===== config.mk =====
export PLATFORM = sky130hd
export DESIGN_NAME = float_to_fixed_pipe
export DESIGN_NICKNAME = d
export VERILOG_FILES = /design/src/rtl/fp_pkg.sv /design/src/rtl/fp_align_shifter.sv /design/src/rtl/float_to_fixed_pipe.sv
export SDC_FILE = /design/constraint.sdc
export NUM_CORES = 1
export LEC_CHECK = 0
export CORE_ASPECT_RATIO = 0.7
export CORE_MARGIN = 2
export CORE_UTILIZATION = 65
export DETAILED_ROUTE_END_ITERATION = 12
export PLACE_DENSITY = 0.94
export REMOVE_ABC_BUFFERS = 1
export SETUP_SLACK_MARGIN = 0.1
export SYNTH_ARGS = -nofsm -noshare
export SYNTH_HDL_FRONTEND = slang
export SYNTH_HIERARCHICAL = 1
export SYNTH_SLANG_ARGS = --single-unit

===== constraint.sdc =====
create_clock -name clk -period 8.4 [get_ports clk]
set_clock_uncertainty 0.15 [all_clocks]
set_input_delay 1.26 -clock clk [delete_from_list [all_inputs] [get_ports clk]]
set_output_delay 1.26 -clock clk [all_outputs]
set_load 0.05 [all_outputs]

===== src/rtl/fp_pkg.sv =====
// rtl/fp_pkg.sv - IEEE-754 single-precision field constants, helpers and rounding modes
package fp_pkg;

    localparam int FP32_EXP_W   = 8;
    localparam int FP32_MANT_W  = 23;
    localparam int FP32_BIAS    = 127;
    localparam int FP32_EXP_MAX = 255;

    localparam logic RND_TRUNC = 1'b0;
    localparam logic RND_RNE   = 1'b1;

    // What stage 1 decided about a sample; only K_NORM goes through align/round.
    typedef enum logic [1:0] {
        K_ZERO,
        K_NAN,
        K_SAT,
        K_NORM
    } fp_kind_e;

    function automatic logic fp_sign(input logic [31:0] f);
        return f[31];
    endfunction

    function automatic logic [FP32_EXP_W-1:0] fp_exp(input logic [31:0] f);
        return f[30:23];
    endfunction

    function automatic logic [FP32_MANT_W-1:0] fp_mant(input logic [31:0] f);
        return f[22:0];
    endfunction

    // Round-up decision from the kept LSB, the first dropped bit and the OR of the rest.
    function automatic logic rnd_inc(input logic mode, input logic lsb,
                                     input logic guard, input logic sticky);
        logic inc;
        case (mode)
            RND_TRUNC: inc = 1'b0;
            RND_RNE:   inc = guard & (sticky | lsb);
            default:   inc = 1'b0;
        endcase
        return inc;
    endfunction

endpackage


===== src/rtl/fp_align_shifter.sv =====
// rtl/fp_align_shifter.sv - right barrel shift with guard and sticky outputs
module fp_align_shifter #(
    parameter int N  = 24,
    parameter int SW = 5
) (
    input  logic [N-1:0]  data,
    input  logic [SW-1:0] amt,
    output logic [N-1:0]  shifted,
    output logic          guard,
    output logic          sticky
);

    // Zero pad below the data is as wide as the largest shift, so no bit is lost off the end.
    localparam int P = 1 << SW;

    logic [N+P-1:0] wide;

    // Shift the padded word; the pad then holds guard followed by the sticky bits.
    always_comb begin
        wide    = {data, {P{1'b0}}} >> amt;
        shifted = wide[N+P-1:P];
        guard   = wide[P-1];
        sticky  = |wide[P-2:0];
    end

endmodule


===== src/rtl/float_to_fixed_pipe.sv =====
// rtl/float_to_fixed_pipe.sv - 3-stage float32 to fixed-point converter with stream handshake
module float_to_fixed_pipe
    import fp_pkg::*;
#(
    parameter int INT_BITS  = 1,
    parameter int FRAC_BITS = 20,
    parameter int TWOS_COMP = 0
) (
    input  logic                          clk,
    input  logic                          rst,
    input  logic                          in_valid,
    output logic                          in_ready,
    input  logic [31:0]                   in_data,
    input  logic                          in_rnd,
    output logic                          out_valid,
    input  logic                          out_ready,
    output logic [INT_BITS+FRAC_BITS:0]   out_data,
    output logic                          out_ovf,
    output logic                          out_udf,
    output logic                          out_inv
);

    localparam int MW     = INT_BITS + FRAC_BITS;       // magnitude width
    localparam int NM     = FP32_MANT_W + 1;            // mantissa with hidden one
    localparam int AW     = ((MW > NM) ? MW : NM) + 1;  // aligned width, room for rounding carry
    localparam int RS_MAX = NM + 2;                     // beyond this every bit is sticky
    localparam int SHW    = 5;
    localparam logic [MW-1:0] MAXMAG = '1;

    logic adv;

    // Stage 1 registers
    logic           s1_valid, s1_sign, s1_rnd, s1_udf;
    fp_kind_e       s1_kind;
    logic [NM-1:0]  s1_mant;
    logic [SHW-1:0] s1_rs;
    logic [7:0]     s1_ls;

    // Stage 2 registers
    logic           s2_valid, s2_sign, s2_rnd, s2_udf, s2_guard, s2_sticky;
    fp_kind_e       s2_kind;
    logic [AW-1:0]  s2_val;

    // Stage 1 combinational
    logic [FP32_EXP_W-1:0]  in_exp;
    logic [FP32_MANT_W-1:0] in_mant;
    int                     sh;
    fp_kind_e               c_kind;
    logic                   c_udf;
    logic [SHW-1:0]         c_rs;
    logic [7:0]             c_ls;

    // Shifter outputs
    logic [NM-1:0] sh_val;
    logic          sh_guard, sh_sticky;

    // Stage 3 combinational
    logic          inc, f_ovf, f_udf, f_inv;
    logic [AW-1:0] sum;
    logic [MW-1:0] mag;
    logic [MW:0]   res;

    assign adv      = !out_valid || out_ready;
    assign in_ready = adv;

    // Classify the float and work out the alignment shift (sh = exponent of the LSB position).
    always_comb begin
        in_exp  = fp_exp(in_data);
        in_mant = fp_mant(in_data);
        sh      = int'(in_exp) - (FP32_BIAS + FP32_MANT_W) + FRAC_BITS;
        c_kind  = K_NORM;
        c_udf   = 1'b0;
        c_rs    = '0;
        c_ls    = '0;
        if (in_exp == '0) begin
            c_kind = K_ZERO;
            c_udf  = (in_mant != '0);
        end else if (in_exp == FP32_EXP_W'(FP32_EXP_MAX)) begin
            c_kind = (in_mant != '0) ? K_NAN : K_SAT;
        end else if (sh > 0) begin
            // Top set bit lands at NM-1+sh; it must stay below MW.
            if (sh >= MW - FP32_MANT_W) c_kind = K_SAT;
            else                        c_ls   = 8'(sh);
        end else if (-sh >= RS_MAX) begin
            c_rs = SHW'(RS_MAX);
        end else begin
            c_rs = SHW'(-sh);
        end
    end

    // Stage 1: register the classification and unpacked mantissa.
    always_ff @(posedge clk or posedge rst) begin
        if (rst) begin
            s1_valid <= 1'b0;
            s1_sign  <= 1'b0;
            s1_rnd   <= 1'b0;
            s1_udf   <= 1'b0;
            s1_kind  <= K_ZERO;
            s1_mant  <= '0;
            s1_rs    <= '0;
            s1_ls    <= '0;
        end else if (adv) begin
            s1_valid <= in_valid;
            s1_sign  <= fp_sign(in_data);
            s1_rnd   <= in_rnd;
            s1_udf   <= c_udf;
            s1_kind  <= c_kind;
            s1_mant  <= {1'b1, in_mant};
            s1_rs    <= c_rs;
            s1_ls    <= c_ls;
        end
    end

    fp_align_shifter #(.N(NM), .SW(SHW)) u_align (
        .data    (s1_mant),
        .amt     (s1_rs),
        .shifted (sh_val),
        .guard   (sh_guard),
        .sticky  (sh_sticky)
    );

    // Stage 2: aligned magnitude; a left shift is exact so guard/sticky are zero then.
    always_ff @(posedge clk or posedge rst) begin
        if (rst) begin
            s2_valid  <= 1'b0;
            s2_sign   <= 1'b0;
            s2_rnd    <= 1'b0;
            s2_udf    <= 1'b0;
            s2_kind   <= K_ZERO;
            s2_val    <= '0;
            s2_guard  <= 1'b0;
            s2_sticky <= 1'b0;
        end else if (adv) begin
            s2_valid  <= s1_valid;
            s2_sign   <= s1_sign;
            s2_rnd    <= s1_rnd;
            s2_udf    <= s1_udf;
            s2_kind   <= s1_kind;
            s2_val    <= AW'(sh_val) << s1_ls;
            s2_guard  <= sh_guard;
            s2_sticky <= sh_sticky;
        end
    end

    // Round, saturate, raise flags and format the output word.
    always_comb begin
        inc   = rnd_inc(s2_rnd, s2_val[0], s2_guard, s2_sticky);
        sum   = s2_val + AW'(inc);
        mag   = '0;
        f_ovf = 1'b0;
        f_udf = 1'b0;
        f_inv = 1'b0;
        case (s2_kind)
            K_ZERO: f_udf = s2_udf;
            K_NAN:  f_inv = 1'b1;
            K_SAT: begin
                mag   = MAXMAG;
                f_ovf = 1'b1;
            end
            default: begin
                if (sum[AW-1:MW] != '0) begin
                    mag   = MAXMAG;
                    f_ovf = 1'b1;
                end else begin
                    mag   = sum[MW-1:0];
                    f_udf = (sum[MW-1:0] == '0);
                end
            end
        endcase
        if (mag == '0)          res = '0;
        else if (TWOS_COMP != 0) res = s2_sign ? -{1'b0, mag} : {1'b0, mag};
        else                     res = {s2_sign, mag};
    end

    // Stage 3: output register, held while downstream stalls.
    always_ff @(posedge clk or posedge rst) begin
        if (rst) begin
            out_valid <= 1'b0;
            out_data  <= '0;
            out_ovf   <= 1'b0;
            out_udf   <= 1'b0;
            out_inv   <= 1'b0;
        end else if (adv) begin
            out_valid <= s2_valid;
            out_data  <= s2_valid ? res : '0;
            out_ovf   <= s2_valid & f_ovf;
            out_udf   <= s2_valid & f_udf;
            out_inv   <= s2_valid & f_inv;
        end
    end

endmodule


==> results of run 1 <==
==> metal layers <==
metal	GRT usage	up-vias	wire, µm
li1	-	3516	-
met1	0.480	3681	9220
met2	0.476	447	9410
met3	0.0971	44	2630
met4	0.0675	0	330
met5	0	-	0
==> through the flow <==
step	hold slack [ns]	cell area [µm²]
after CTS	0.321	9110
after global routing	0.345	9110
final	0.318	9110
after global placement	0.298	8810
after detailed placement	0.303	8810
after floorplan	0.281	7890
==> cells by family (layout without fill, tap and decap cells) <==
kind of cell	Yosys count	count (layout)	share of synthesized area
muxes	86	86	0.170
buffers and inverters	93	108	0.0457
adders and majority gates	18	18	0.0275
AOI/OAI and AO/OA	224	224	0.186
and+or+nand+nor	402	402	0.230
xor gates and xnor gates	26	26	0.0295
DFF	102	102	0.312
==> synth_stat cells, drive strengths merged (5+ instances only) <==
library cell / number
and3: 8
nand2: 193
nand4: 14
mux4: 38
mux2i: 25
nor2: 69
and2: 9
o211ai: 5
nor4b: 5
dfrtp: 102
nor2b: 11
o21ai: 56
o21a: 6
a21oi: 37
xnor2: 14
or2: 5
a31oi: 10
nor3: 15
inv: 18
o22ai: 12
mux2: 23
nand2b: 10
ha: 18
a211oi: 10
a22o: 31
a221o: 5
nand3: 28
clkbuf: 58
or3: 5
buf: 15
or4: 5
a22oi: 5
nor4: 13
xor2: 11
o31ai: 6
a21o: 12
==> path summary, 6_finish.rpt <==
kind                                           to  slack, ns                  from  cells past startpoint
max                          s1_rs[1]$_DFFE_PP0P_       2.15           in_data[24]                     17
max reg2reg                s2_val[22]$_DFFE_PP0P_       3.98  s1_rs[0]$_DFFE_PP0P_                     13
max in group asynchronous    s1_rs[0]$_DFFE_PP0P_       5.73                   rst                      3
min in group asynchronous     out_inv$_DFFE_PP0P_       1.12                   rst                      2
min                            s2_udf$_DFFE_PP0P_       0.32    s2_udf$_DFFE_PP0P_                      2
min reg2reg                    s2_udf$_DFFE_PP0P_       0.32    s2_udf$_DFFE_PP0P_                      2
==> registers in the layout, summed over array words and instances (netlist names) <==
register,count
out_data,22
out_inv,1
out_ovf,1
out_udf,1
out_valid,1
s1_kind,2
s1_ls,8
s1_mant,24
s1_rnd,1
s1_rs,5
s1_sign,1
s1_udf,1
s1_valid,1
s2_guard,1
s2_kind,2
s2_rnd,1
s2_sign,1
s2_sticky,1
s2_udf,1
s2_val,25
s2_valid,1
==> tightest hold or removal path, cell delays in order (launching register included) <==
cell	delay [ns]
dfrtp_1	0.34
nand2_1	0.05
nand2_1	0.04
==> area by class of cell <==
cell class | count | share of cell area
clock inverter | 6 | 0.00687
multi-input combinational | 756 | 0.579
tap | 162 | 0.0223
clock buffer | 10 | 0.0262
inverter | 20 | 0.00852
sequential | 102 | 0.280
timing repair buffer | 72 | 0.0767
==> where the power goes <==
part / internal, µW / switching [µW] / total (µW)
combinational: 621 / 917 / 1540
sequential: 637 / 204 / 841
clock: 217 / 204 / 421
==> reports/qor.yml, run 1 <==
outcome: "completed"
fin_ws_ns: 2.15
cts_setup_buffers: 0
multi_input_area_um2: 5270
synth_cells: 951
fin_cells: 1128
vias: 7688
ys_seq_area_frac: 0.312
crit_buf_inv: 2
clkLatencyLatePin_ns: 0.35
grt_start_max_net_pins: 69
grt_pass1_wl_um: 36000
ys_seq_elements: 102
ys_top_cells_by_area: "dfrtp_1, nand2_1, mux4_2, o21ai_0, a22o_1"
drtPass1Iterations: 6
min_path_type: "reg -> reg"
ir_worst_vdd_v: 0.000200
clockBufferDepth: 2
start_util: 0.662
antenna_cells: 0
fp.coreArea_um2: 12400
slew_violations: 0
place_inst: 1112
worstPathCellList: "clkdlybuf4s50_1 -> ha_1 -> o21ai_0 -> xor2_1 -> o211ai_1 -> o21bai_1 -> and3_1 -> inv_1 -> ha_1 -> or4b_2 -> nor4_1 -> nor4b_1 -> o211ai_1 -> nor2_1 -> a31oi_1 -> nand3_1 -> a22o_1"
hold_buffers: 0
power_uw: 2800
drc: 0
synth_top_area_cell: "dfrtp_1"
htree_num_levels: 3
die_x_um: 138
dieArea_um2: 13500
die_h_um: 97.9
critPathSlowestCell: "xor2_1"
via_per_inst: 6.82
rows: 34
worst_ep_required_time_ns: 8.53
cts_sinks: 102
drive_gt1_frac: 0.0963
clk_pin_slew_ns: 0.08
nets: 1016
syn_area_per_cell_um2: 8.61
synth_edf_count: 0
hold_viol_final: 0
grt_overflow: 0
cap_viol_max_count: 0
track_usage: 0.324
worstPathMaxFanout: 13
critical-path-top-delay-family: "simple AND/OR/NAND/NOR gates"
fin_crit_sh: 0.744
powerDensity_nw_per_um2: 308
layout_commonest_cell: "nand2_1"
post-dp-hpwl_um: 15800
antenna_left: 0
pin_count: 64
place.gp.congestion: 0.996
cts_root_buf: "clkbuf_16"
finalSetupViolations: 0
worstSetupStartpointType: "input port"
syn-cell-area_um2: 8190
cts.repair.resized: 0
area_growth_pct: 11.2
cts_buffers: 9
synth-async-reset-ratio: 1.00
fillers: 871
yosys.area.top_type_share: 0.312
synth-main-ff-cell: "dfrtp_1"
regArea_um2: 2550
yosys_warnings: 6
final_cell_mix: "nand2_1, dfrtp_1, nor2_1"
rsz0062_at_grt: "no"
fin_tns_setup_ns: 0
period_minus_slack_ns: 6.25
cp-end-kind: "flop"
yosysUniqueCellTypes: 71
cts_tree: "done"
fin_util: 0.736
slew_headroom: 0.258
drt_iter0_markers: 903
antenna_found_initial: 0
pre_cts_slack_ns: 1.88
routed_wl_um: 21600
fmax_mhz: 160
crit_type: "in -> reg"
wl_per_cell_um: 19.1
port_buffers: 63
grt_pass1_vias: 7060
leakage_uw: 0.00381
tightestPinTransition_ns: 1.10
arrival_ns: 6.38
slowest_delay_ns: 0.70
(Power assumes the default switching activity.)
==> run 2: changes to the inputs <==
Settings changed: CORE_UTILIZATION 65 to 54, PLACE_DENSITY 0.94 to 0.84.
Clock period 8.4 ns to 5.2 ns, I/O delays scaled along.
==> run 2 against run 1 <==
Against the previous run:
- die area rose by 20%
- clock-buffer cell count fell by 1
- worst setup slack got worse by 1.8 ns
- largest cell class unchanged
==> reports/qor.yml, run 2 (synthesis results as in run 1) <==
outcome: "completed"
fin_crit_sh: 0.928
slew_headroom: 0.283
cts_root_buf: "clkbuf_16"
grt.met1_usage: 0.437
largest_register_ffs: 25
slew_violations: 0
pin_count: 64
drive_gt1_frac: 0.118
port_buffers: 63
hold_buffers: 0
track_usage: 0.284
min_path_type: "reg -> reg"
drc: 0
antenna_left: 0
via_per_inst: 6.52
htree_num_levels: 3
antenna_found_initial: 0
use_met3: 0.0677
top_regs: "s2_val (25), s1_mant (24), out_data (22)"
cap_viol_max_count: 0
fmax_mhz: 207
final_cell_mix: "nand2_1, dfrtp_1, nor2_1"
stdcell_area_um2: 9380
powerDensity_nw_per_um2: 504
r2r_setup_slack_ns: 0.79
clockBufferDepth: 2
ir_worst_vdd_v: 0.000189
crit_type: "in -> reg"
die_x_um: 151
startpoint: "in_data[24]"
grt_pass1_wl_um: 36600
start_util: 0.555
crit_path_end: "s1_rs[0]$_DFFE_PP0P_"
die_h_um: 107
regMostFlops: "s2_val"
antenna_cells: 0
nets: 1036
fin_cells: 1181
rsz0062_at_grt: "no"
worstSetupStartpointType: "input port"
clkLatencyLatePin_ns: 0.35
fin_util: 0.635
cp-end-kind: "flop"
drt_iter0_markers: 1004
wl_per_cell_um: 19.0
cts_sinks: 102
fin_hold_ws_ns: 0.321
finalSetupViolations: 0
worstPathMaxFanout: 9
place.gp.congestion: 1.01
place_inst: 1163
tightestPinTransition_ns: 1.08
grt_overflow: 0
placed_area_um2: 8980
worst_ep_required_time_ns: 5.28
cts_buffers: 9
vias: 7700
routed_wl_um: 22400
period_minus_slack_ns: 4.83
regToRegEndpoint: "s2_val[23]$_DFFE_PP0P_"
rows: 37
fin_tns_setup_ns: 0
drtPass1Iterations: 6
fp.coreArea_um2: 14800
busiest_layer: "met1"
cts_tree: "done"
grt_start_max_net_pins: 74
leakage_uw: 0.00394
area_growth_pct: 14.5
grt_pass1_vias: 6958
globalRouteMet2Util: 0.413
arrival_ns: 4.91
post-dp-hpwl_um: 16300
hold_viol_final: 0
r2r_cells: 12
dieArea_um2: 16200
clk_pin_slew_ns: 0.08
r2r_start: "s1_rs[0]$_DFFE_PP0P_"
layout_commonest_cell: "nand2_1"
[run 2: per-stage QoR]
step	worst slack, ns	power (µW)
final	0.372	4730
after global routing	0.166	5000
after CTS	0.278	4660
after detailed placement	-0.0577	3830
after global placement	0.0260	3770
after floorplan	-2.59	3040
[run 2: where the power goes]
group	leakage, µW	internal, µW	switching, µW
logic	0.00247	1040	1490
registers	0.00129	1030	340
clock network	0.000177	484	340
[run 2: metal layers]
layer	share of wire	wire (µm)
met5	0	0
met4	0.0074	166
met3	0.10	2240
met2	0.44	9790
met1	0.46	10200
[run 2: worst min-delay path by stage]
stage | slack, ns | cells after the start | endpoint | startpoint
6_report | 0.32 | 2 | s1_valid$_DFFE_PP0P_ | s1_valid$_DFFE_PP0P_
5_1_grt | 0.35 | 2 | s1_valid$_DFFE_PP0P_ | s1_valid$_DFFE_PP0P_
4_1_cts | 0.32 | 2 | s2_sign$_DFFE_PP0P_ | s1_sign$_DFFE_PP0P_
3_5_place_dp | 0.31 | 2 | s2_sign$_DFFE_PP0P_ | s1_sign$_DFFE_PP0P_
3_3_place_gp | 0.30 | 2 | s2_udf$_DFFE_PP0P_ | s2_udf$_DFFE_PP0P_
2_1_floorplan | 0.28 | 2 | s2_udf$_DFFE_PP0P_ | s2_udf$_DFFE_PP0P_
[run 2: timing repair]
item | CTS | global route
resized for setup | 0 | 5
setup endpoints to repair | 0 | 2
setup buffers | 0 | 2
[run 2: final cells by class]
type | count | area (µm²)
tap | 195 | 244
clock buffer | 9 | 225
clock inverter | 7 | 138
timing repair buffer | 92 | 848
fill | 1233 | 5390
multi-input combinational | 756 | 5300
sequential | 102 | 2550
inverter | 20 | 77.6
[run 2: critical path, cell delays in order]
cell and delay, ns:
clkdlybuf4s50_1 0.43, ha_1 0.26, o21ai_1 0.22, a211oi_1 0.10, buf_4 0.17, nor3_1 0.25, and4_1 0.25, or2_4 0.19
nand4_1 0.11, ha_1 0.30, or4b_2 0.62, nor4_2 0.32, buf_4 0.17, nor4b_2 0.20, o211ai_1 0.14, nor2_1 0.10
a31oi_1 0.12, nand2_1 0.09, o21ai_0 0.10
==> run 3: changes to the inputs <==
Settings changed: CAP_MARGIN set to 20, MAX_ROUTING_LAYER set to met4.
==> run 3 against run 2 <==
Against the previous run:
- worst setup slack worse by 0.016 ns
- critical path depth stayed put
- sequential share of layout area up 0.19 points
- wire length decreased by 2.4%
- global-route usage down 0.16 points
- via count shrank 0.22%
- combinational power barely moved
- hold slack lost 0.0025 ns
- largest cell class unchanged
==> reports/qor.yml, run 3 (synthesis results as in run 1) <==
cts_tree: "done"
fin_hold_ws_ns: 0.319
top_regs: "s2_val (25), s1_mant (24), out_data (22)"
route.met2.wl_um: 9260
clkLatencyLatePin_ns: 0.34
min_path_type: "reg -> reg"
nets: 1034
slew_violations: 0
wl_met1_um: 10300
outcome: "completed"
largest_register_ffs: 25
clk_pin_slew_ns: 0.07
cts_root_buf: "clkbuf_16"
hold_buffers: 0
regMostFlops: "s2_val"
vias: 7683
period_minus_slack_ns: 4.84
grt_start_max_net_pins: 77
cp-end-kind: "flop"
start_util: 0.555
worst_ep_required_time_ns: 5.33
tightestPinTransition_ns: 1.11
ir_worst_vdd_v: 0.000206
critPathSlowestCell: "or4b_2"
grt_overflow: 0
port_buffers: 63
post-dp-hpwl_um: 16000
via_per_inst: 6.52
fp.coreArea_um2: 14800
arrival_ns: 4.98
cts_sinks: 102
fin_ws_ns: 0.356
startpoint: "in_data[25]"
fin_tns_setup_ns: 0
grt_pass1_vias: 6857
drive_gt1_frac: 0.115
hp-start: "s2_udf$_DFFE_PP0P_"
antenna_found_initial: 0
pre_cts_slack_ns: -0.119
min_path_cells: 2
clockBufferDepth: 2
place.gp.congestion: 1.03
wl_met3_um: 2080
worstPathMaxFanout: 9
area_growth_pct: 13.7
drt_iter0_markers: 901
top_layer: "met4"
rsz0062_at_grt: "no"
worstPathCellList: "clkdlybuf4s50_1 -> ha_1 -> o21ai_2 -> a211oi_1 -> buf_4 -> nor4_1 -> o2bb2ai_1 -> or2_4 -> nand4_1 -> ha_1 -> or4b_2 -> nor4_1 -> buf_4 -> nor4b_1 -> o211ai_1 -> nor2_1 -> a31oi_1 -> nand3_1 -> a22o_1"
worstSetupStartpointType: "input port"
powerDensity_nw_per_um2: 499
regToRegEndpoint: "s2_val[23]$_DFFE_PP0P_"
track_usage: 0.282
htree_num_levels: 3
routed_wl_um: 21900
cap_viol_max_count: 0
drc: 0
grt_pass1_wl_um: 35400
r2r_cells: 12
die_x_um: 151
fillers: 1221
drtPass1Iterations: 6
crit_buf_inv: 3
leakage_uw: 0.00391
final_cell_mix: "nand2_1, dfrtp_1, nor2_1"
r2r_start: "s1_rs[0]$_DFFE_PP0P_"
critical-path-top-delay-family: "simple AND/OR/NAND/NOR gates"
r2r_setup_slack_ns: 0.90
die_h_um: 107
hold_viol_final: 0
antenna_cells: 0
fin_crit_sh: 0.932
antenna_left: 0
pin_count: 64
dieArea_um2: 16200
finalSetupViolations: 0
cts_buffers: 9
wl_per_cell_um: 18.6
fmax_mhz: 206
rows: 37
layout_commonest_cell: "nand2_1"
holdPathEnd: "s2_udf$_DFFE_PP0P_"
crit_type: "in -> reg"
cts_setup_buffers: 0
slowest_delay_ns: 0.59
slew_headroom: 0.257
==> run 3: cell types whose count changed in the layout (fill, tap and decap cells not counted), sizes merged <==
cell and delta:
buf -2, clkinv +1, bufinv -1
==> run 3: metal layers <==
metal	vias to the layer above	track usage
li1	3547	-
met1	3738	0.425
met2	371	0.386
met3	27	0.0685
met4	0	0.0594
met5	-	-
==> run 3: worst max-delay path by stage <==
stage                                    end  slack, ns  cells after the start
finish                  s1_rs[1]$_DFFE_PP0P_       0.36                     19
global route            s1_rs[0]$_DFFE_PP0P_       0.14                     19
CTS                     s1_rs[1]$_DFFE_PP0P_       0.21                     19
detailed placement      s1_rs[1]$_DFFE_PP0P_      -0.12                     19
global placement        s1_rs[1]$_DFFE_PP0P_       0.11                     19
floorplan           out_data[12]$_DFFE_PP0P_      -2.59                      6
==> run 3: stage by stage <==
| step | instance area (µm²) | std cells | utilization | total power (µW) |
|---|---|---|---|---|
| final | 9320 | 1179 | 0.631 | 4640 |
| after global routing | 9320 | 1179 | 0.631 | 4910 |
| after CTS | 9310 | 1179 | 0.630 | 4590 |
| after detailed placement | 8980 | 1163 | 0.608 | 3820 |
| after global placement | 8980 | 1163 | 0.608 | 3780 |
| after floorplan | 7890 | 878 | - | 3040 |
==> run 3: report_power, final <==
part | switching, µW | internal, µW | leakage (µW)
clock network | 326 | 430 | 0.000162
registers | 330 | 1030 | 0.00129
logic | 1490 | 1040 | 0.00246
total | 2150 | 2500 | 0.00391
==> run 3: what timing repair did <==
action | 4_1_cts | 5_1_grt
endpoints found under the hold margin | 0 | 0
resized for setup | 0 | 4
setup endpoints to repair | 0 | 2
==> run 3: final cells by class <==
cell class              instances  area [µm²]  area share
clock inverters                 7         103      0.0110
multi-input cells             756        5280       0.567
repair buffers                 90         833      0.0894
well taps                     195         244      0.0262
clock buffers                   9         225      0.0242
flip-flops and latches        102        2550       0.274
inverters                      20        77.6     0.00833
==> run 3: worst register-to-register path: cells and delay by family, from the launching register on <==
| kind | cells | cell delay (ns) |
|---|---|---|
| AO/OA/AOI/OAI | 7 | 1.82 |
| flip-flops | 1 | 0.83 |
| multiplexers | 3 | 1.18 |
| AND/OR/NAND/NOR | 2 | 0.20 |
